[src/rtl/vga_timing_gen_if.sv]
// vga_timing_gen_if: the signals between the raster timing generator and
// whatever consumes it (sync pins, address lookup, pixel gating).
//   en          consumer -> generator   count enable, 0 freezes the raster
//   HS, VS      generator -> consumer   sync levels (SYNC_POL when asserted)
//   pixelEN     generator -> consumer   1 inside the visible area
//   addrH/addrV generator -> consumer   current column / row
//   line_start  generator -> consumer   pulse at column 0
//   frame_start generator -> consumer   pulse at column 0, row 0
//   frame_cnt   generator -> consumer   frame counter, mod 64
// There is no valid/ready pair: every output is meaningful on every cycle, and
// a new value is presented only on clock edges where en is 1.
interface vga_timing_gen_if;
    logic       en;
    logic       HS;
    logic       VS;
    logic       pixelEN;
    logic [9:0] addrH;
    logic [9:0] addrV;
    logic       line_start;
    logic       frame_start;
    logic [5:0] frame_cnt;

    modport master (
        input  en,
        output HS, VS, pixelEN, addrH, addrV, line_start, frame_start, frame_cnt
    );

    modport slave (
        output en,
        input  HS, VS, pixelEN, addrH, addrV, line_start, frame_start, frame_cnt
    );
endinterface

[src/rtl/vga_timing_gen.sv]
// vga_timing_gen: raster timing generator for the pixel clock domain.
// Two free-running counters (h_cnt, v_cnt) walk the full raster; every output
// is a flop loaded with the decode of the counters from the previous enabled
// cycle, so all outputs share the same one-cycle latency.
// Ports:
//   vgaclk  pixel clock
//   reset   asynchronous, active-high reset
//   vga     vga_timing_gen_if.master: en in; HS, VS, pixelEN, addrH, addrV,
//           line_start, frame_start, frame_cnt out
// H_TOTAL and V_TOTAL must not exceed 1024 (10-bit counters).
module vga_timing_gen #(
    parameter int H_ACTIVE = 640,
    parameter int H_FP     = 16,
    parameter int H_SYNC   = 96,
    parameter int H_BP     = 48,
    parameter int V_ACTIVE = 480,
    parameter int V_FP     = 10,
    parameter int V_SYNC   = 2,
    parameter int V_BP     = 33,
    parameter bit SYNC_POL = 1'b0
) (
    input  logic              vgaclk,
    input  logic              reset,
    vga_timing_gen_if.master  vga
);
    localparam int H_TOTAL = H_ACTIVE + H_FP + H_SYNC + H_BP;
    localparam int V_TOTAL = V_ACTIVE + V_FP + V_SYNC + V_BP;

    localparam logic [9:0] H_LAST   = 10'(H_TOTAL - 1);
    localparam logic [9:0] V_LAST   = 10'(V_TOTAL - 1);
    localparam logic [9:0] H_VIS    = 10'(H_ACTIVE);
    localparam logic [9:0] V_VIS    = 10'(V_ACTIVE);
    localparam logic [9:0] HS_BEGIN = 10'(H_ACTIVE + H_FP);
    localparam logic [9:0] HS_END   = 10'(H_ACTIVE + H_FP + H_SYNC);
    localparam logic [9:0] VS_BEGIN = 10'(V_ACTIVE + V_FP);
    localparam logic [9:0] VS_END   = 10'(V_ACTIVE + V_FP + V_SYNC);

    logic [9:0] h_cnt;
    logic [9:0] v_cnt;

    // Decode of the current counter values; registered below.
    logic hs_on;
    logic vs_on;
    logic visible;
    logic at_h0;
    logic at_origin;
    logic h_wrap;
    logic v_wrap;

    always_comb begin
        hs_on     = (h_cnt >= HS_BEGIN) && (h_cnt < HS_END);
        // VS covers whole lines, so it depends on the row only.
        vs_on     = (v_cnt >= VS_BEGIN) && (v_cnt < VS_END);
        visible   = (h_cnt < H_VIS) && (v_cnt < V_VIS);
        at_h0     = (h_cnt == 10'd0);
        at_origin = at_h0 && (v_cnt == 10'd0);
        h_wrap    = (h_cnt == H_LAST);
        v_wrap    = (v_cnt == V_LAST);
    end

    always_ff @(posedge vgaclk or posedge reset) begin
        if (reset) begin
            h_cnt           <= '0;
            v_cnt           <= '0;
            vga.HS          <= ~SYNC_POL;
            vga.VS          <= ~SYNC_POL;
            vga.pixelEN     <= 1'b0;
            vga.addrH       <= '0;
            vga.addrV       <= '0;
            vga.line_start  <= 1'b0;
            vga.frame_start <= 1'b0;
            vga.frame_cnt   <= '0;
        end else if (vga.en) begin
            // Output stage: decode of the counters as they were before this edge.
            vga.HS          <= hs_on ? SYNC_POL : ~SYNC_POL;
            vga.VS          <= vs_on ? SYNC_POL : ~SYNC_POL;
            vga.pixelEN     <= visible;
            vga.addrH       <= h_cnt;
            vga.addrV       <= v_cnt;
            vga.line_start  <= at_h0;
            vga.frame_start <= at_origin;
            // frame_cnt steps on the same edge that raises frame_start.
            if (at_origin) begin
                vga.frame_cnt <= vga.frame_cnt + 6'd1;
            end

            // Raster counters.
            if (h_wrap) begin
                h_cnt <= '0;
                if (v_wrap) begin
                    v_cnt <= '0;
                end else begin
                    v_cnt <= v_cnt + 10'd1;
                end
            end else begin
                h_cnt <= h_cnt + 10'd1;
            end
        end
    end
endmodule

[src/flat_wrapper.sv]
// flat-port wrapper written by rule: the top's interface ports become plain ports
module vga_timing_gen_flat 
#(
    parameter int H_ACTIVE = 640,
    parameter int H_FP     = 16,
    parameter int H_SYNC   = 96,
    parameter int H_BP     = 48,
    parameter int V_ACTIVE = 480,
    parameter int V_FP     = 10,
    parameter int V_SYNC   = 2,
    parameter int V_BP     = 33,
    parameter bit SYNC_POL = 1'b0
)
  (vgaclk, reset, vga_en, vga_HS, vga_VS, vga_pixelEN, vga_addrH, vga_addrV, vga_line_start, vga_frame_start, vga_frame_cnt);
  vga_timing_gen_if vga_i ();
  input  logic vgaclk;
  input  logic reset;
  input wire logic [$bits(vga_i.en)-1:0] vga_en;
  output wire logic [$bits(vga_i.HS)-1:0] vga_HS;
  output wire logic [$bits(vga_i.VS)-1:0] vga_VS;
  output wire logic [$bits(vga_i.pixelEN)-1:0] vga_pixelEN;
  output wire logic [$bits(vga_i.addrH)-1:0] vga_addrH;
  output wire logic [$bits(vga_i.addrV)-1:0] vga_addrV;
  output wire logic [$bits(vga_i.line_start)-1:0] vga_line_start;
  output wire logic [$bits(vga_i.frame_start)-1:0] vga_frame_start;
  output wire logic [$bits(vga_i.frame_cnt)-1:0] vga_frame_cnt;
  assign vga_i.en = vga_en;
  assign vga_HS = vga_i.HS;
  assign vga_VS = vga_i.VS;
  assign vga_pixelEN = vga_i.pixelEN;
  assign vga_addrH = vga_i.addrH;
  assign vga_addrV = vga_i.addrV;
  assign vga_line_start = vga_i.line_start;
  assign vga_frame_start = vga_i.frame_start;
  assign vga_frame_cnt = vga_i.frame_cnt;
  vga_timing_gen #(.H_ACTIVE(H_ACTIVE), .H_FP(H_FP), .H_SYNC(H_SYNC), .H_BP(H_BP), .V_ACTIVE(V_ACTIVE), .V_FP(V_FP), .V_SYNC(V_SYNC), .V_BP(V_BP), .SYNC_POL(SYNC_POL)) u_core (.vgaclk(vgaclk), .reset(reset), .vga(vga_i));
endmodule
[config.mk]
export PLATFORM = sky130hd
export DESIGN_NAME = vga_timing_gen_flat
export DESIGN_NICKNAME = d
export VERILOG_FILES = /design/src/rtl/vga_timing_gen_if.sv /design/src/rtl/vga_timing_gen.sv /design/src/flat_wrapper.sv
export SDC_FILE = /design/constraint.sdc
export NUM_CORES = 1
export LEC_CHECK = 0
export ABC_CLOCK_PERIOD_IN_PS = 2200
export CORE_UTILIZATION = 54
export DETAILED_ROUTE_END_ITERATION = 12
export PLACE_DENSITY = 0.79
export SLEW_MARGIN = 10
export SYNTH_ARGS = -nofsm -noshare
export SYNTH_HDL_FRONTEND = slang
export SYNTH_SLANG_ARGS = --single-unit
[constraint.sdc]
create_clock -name vgaclk -period 2.2 [get_ports vgaclk]
set_input_delay 0.33 -clock vgaclk [delete_from_list [all_inputs] [get_ports vgaclk]]
set_output_delay 0.33 -clock vgaclk [all_outputs]
set_load 0.01 [all_outputs]
==> run metrics <==
outcome finished clean; synth warn 0; Rows 23; measured slew at the worst slew-check pin 0.4037 ns; Leak approximately 1.3 nW; vias in the first global route about 1500; Hold Buf Count CTS 0; PD cells a little over 700 nW/um^2; Fin. Hold Viols 0; Crit path required time 2.43 ns; CTS H-tree lvls 2; Pre-Repair DR Iteration Count 4; dpl cell area between 2000 and 3000 um^2; RSZ-0062 raised after global routing false; Die Ht about 68 um; flops & latches, synth 51; dpl hpwl 3095 um; routed vias between 1500 and 2000; largest net degree at the start of global routing 24; Nets about 250; maximum vdd ir drop 0.0005795 V; Unique masters post-synth 38; share of cells above drive strength 1 0.1870; cell family with most CP delay simple AND/OR/NAND/NOR gates; GR Overflow Total 0; commonest cells after routing, fill and taps aside dfrtp_1 (49), clkdlybuf4s50_1 (33), mux2_2 (21), nand2_1 (16); routed wire length 4354 um; initial antenna violation count 0; I/O pins 34; Root Driver clkbuf_8; post-layout util 0.6999; Clock Skew between 0.006 and 0.007 ns; RD Place Congestion 0.8105; Crit Path Class reg2reg; Setup crit end kind flop; setup bufs post-CTS 0; Final Max Tran Viols 0; Final ANT Viol Nets 0; crit path DAT roughly 2.1 ns; R2R Path Start u_core.h_cnt[5]$_DFFE_PP0P_; CP startpoint u_core.h_cnt[5]$_DFFE_PP0P_; Tcrit/Tclk final 0.8389; register area share after synthesis 0.5454; design area between 2000 and 3000 um^2; # DRC 0; Worst Hold Class in2async; Die Area between 4000 and 5000 um^2; cell depth of the worst setup path 4; drt wl/cell ~15 um; Worst path max stage delay 0.55 ns; Final min period 1.846 ns; total CTS buffers 5; drt initial violations 90; Worst Reg-to-Reg Cells 4; synthesized cell area approximately 2300 um^2; CTS tree yes; Post-CTS Resized 0; Clock transition at path regs around 0.09 ns; worst-path cell chain nor4b_4, nand4_4, or4b_1, o21ai_1; ant diodes 0; first-pass GRT wire length ~7300 um; Syn Area/Cell approximately 11 um^2; Critical Path Start Type flop; Max Cap Viol 0; reg-to-reg slack, setup roughly 0.35 ns; die width around 68 um; Initial Util 0.5738; area delta synth->final 21.98%; Tot Pwr between 2 and 2.5 mW; Max Freq between 0.5 and 0.6 GHz; post-synthesis net count 214; clk buf depth 2; Worst Path Max Fanout 10; WHS around 0.33 ns; # clock sinks a little over 50; via/cell ratio 5.557; worst skew pair latency about 0.3 ns; CP Buf/Inv Count 0; final setup fails 0; core area 4086 um^2; Mapped Cells 206; Total GRT Usage 0.2197; final setup TNS 0 ns; Crit-path slowest cell or4b_1; Slew headroom 0.7305; Port Buffers 33; most common library cell in the layout ignoring fill and taps dfrtp_1
## through the flow
stage,setup slack (ns),instances
after CTS,0.3837,296
final,0.3544,296
after global routing,0.2338,296
after floorplan,0.5389,206
after global placement,0.1144,288
after detailed placement,0.07039,288
## final timing paths
| path | to |
|---|---|
| hold reg to reg | u_core.vga.frame_cnt[5]$_DFFE_PP0P_ |
| min in group vgaclk | u_core.vga.frame_cnt[5]$_DFFE_PP0P_ |
| max in group asynchronous | u_core.vga.VS$_DFFE_PP1P_ |
| hold / removal | u_core.vga.frame_cnt[1]$_DFFE_PP0P_ |
| setup reg to reg | u_core.v_cnt[4]$_DFFE_PP0P_ |
| setup / recovery | u_core.v_cnt[4]$_DFFE_PP0P_ |
## state kept, by name, indices dropped and copies added (netlist names)
| register | flops |
|---|---|
| u_core.h_cnt | 10 |
| u_core.v_cnt | 10 |
| u_core.vga.HS | 1 |
| u_core.vga.VS | 1 |
| u_core.vga.addrH | 10 |
| u_core.vga.addrV | 10 |
| u_core.vga.frame_cnt | 6 |
| u_core.vga.frame_start | 1 |
| u_core.vga.line_start | 1 |
| u_core.vga.pixelEN | 1 |
## Yosys cell counts, drive strengths merged
cell / n / area (um^2)
a21boi: 1 / 7.510
o22ai: 3 / 18.77
a22o: 1 / 10.01
nand3: 12 / 60.06
ha: 5 / 62.56
nand2: 16 / 60.06
nor4b: 3 / 41.29
and2: 2 / 12.51
nand4b: 1 / 8.760
and4: 2 / 17.52
o311ai: 1 / 8.760
a31oi: 2 / 12.51
and3: 5 / 33.78
clkbuf: 5 / 20.01
nor2: 10 / 37.54
dfrtp: 49 / 1226
nor3: 6 / 30.03
nor4: 5 / 37.53
or2: 1 / 6.260
o21ai: 11 / 55.05
xor2: 9 / 78.83
nor2b: 1 / 6.260
nand4: 5 / 46.29
buf: 3 / 21.27
inv: 13 / 48.80
xnor2: 6 / 52.55
dfstp: 2 / 52.55
mux2: 21 / 236.5
a21oi: 3 / 15.01
mux2i: 1 / 10.01
or4b: 1 / 10.01
## cell type report
cell class / instances / area [um^2]
sequential: 51 / 1279
fill: 315 / 1226
multi-input combinational: 134 / 975.9
timing repair buffer: 40 / 395.4
clock buffer: 6 / 82.58
tap: 50 / 62.56
inverter: 13 / 48.80
clock inverter: 2 / 16.27
## where the power goes
part | total (mW) | internal (mW) | leakage, nW | switching [mW]
Combinational | 0.378 | 0.208 | 0.590 | 0.170
Clock | 0.566 | 0.257 | 0.0474 | 0.309
Sequential | 1.12 | 1.03 | 0.632 | 0.0897
## metal layers
layer	vias to the layer above	share of wire	global-route usage
met5	-	0	0
met4	0	0.011	0.05469
met3	5	0.050	0.05500
met2	45	0.43	0.3243
met1	792	0.51	0.3242
li1	803	-	-
## worst reg2reg max path, stage by stage, from the launching register on
cell	delay, ns
dfrtp_1	0.49
nor4b_4	0.41
nand4_4	0.23
or4b_1	0.55
o21ai_1	0.09
## cell families (layout without fill, tap and decap cells)
logic type | Yosys count | count (layout) | share of synthesized area
AO/OA/AOI/OAI | 22 | 22 | 0.05443
AND/OR/NAND/NOR | 70 | 70 | 0.1740
buffers and inverters | 21 | 61 | 0.03842
multiplexers | 22 | 22 | 0.1051
XOR/XNOR | 15 | 15 | 0.05603
adder cells (fa/ha/maj) | 5 | 5 | 0.02668
flip-flops | 51 | 51 | 0.5454
No activity file was read; power rests on OpenSTA's default activity.
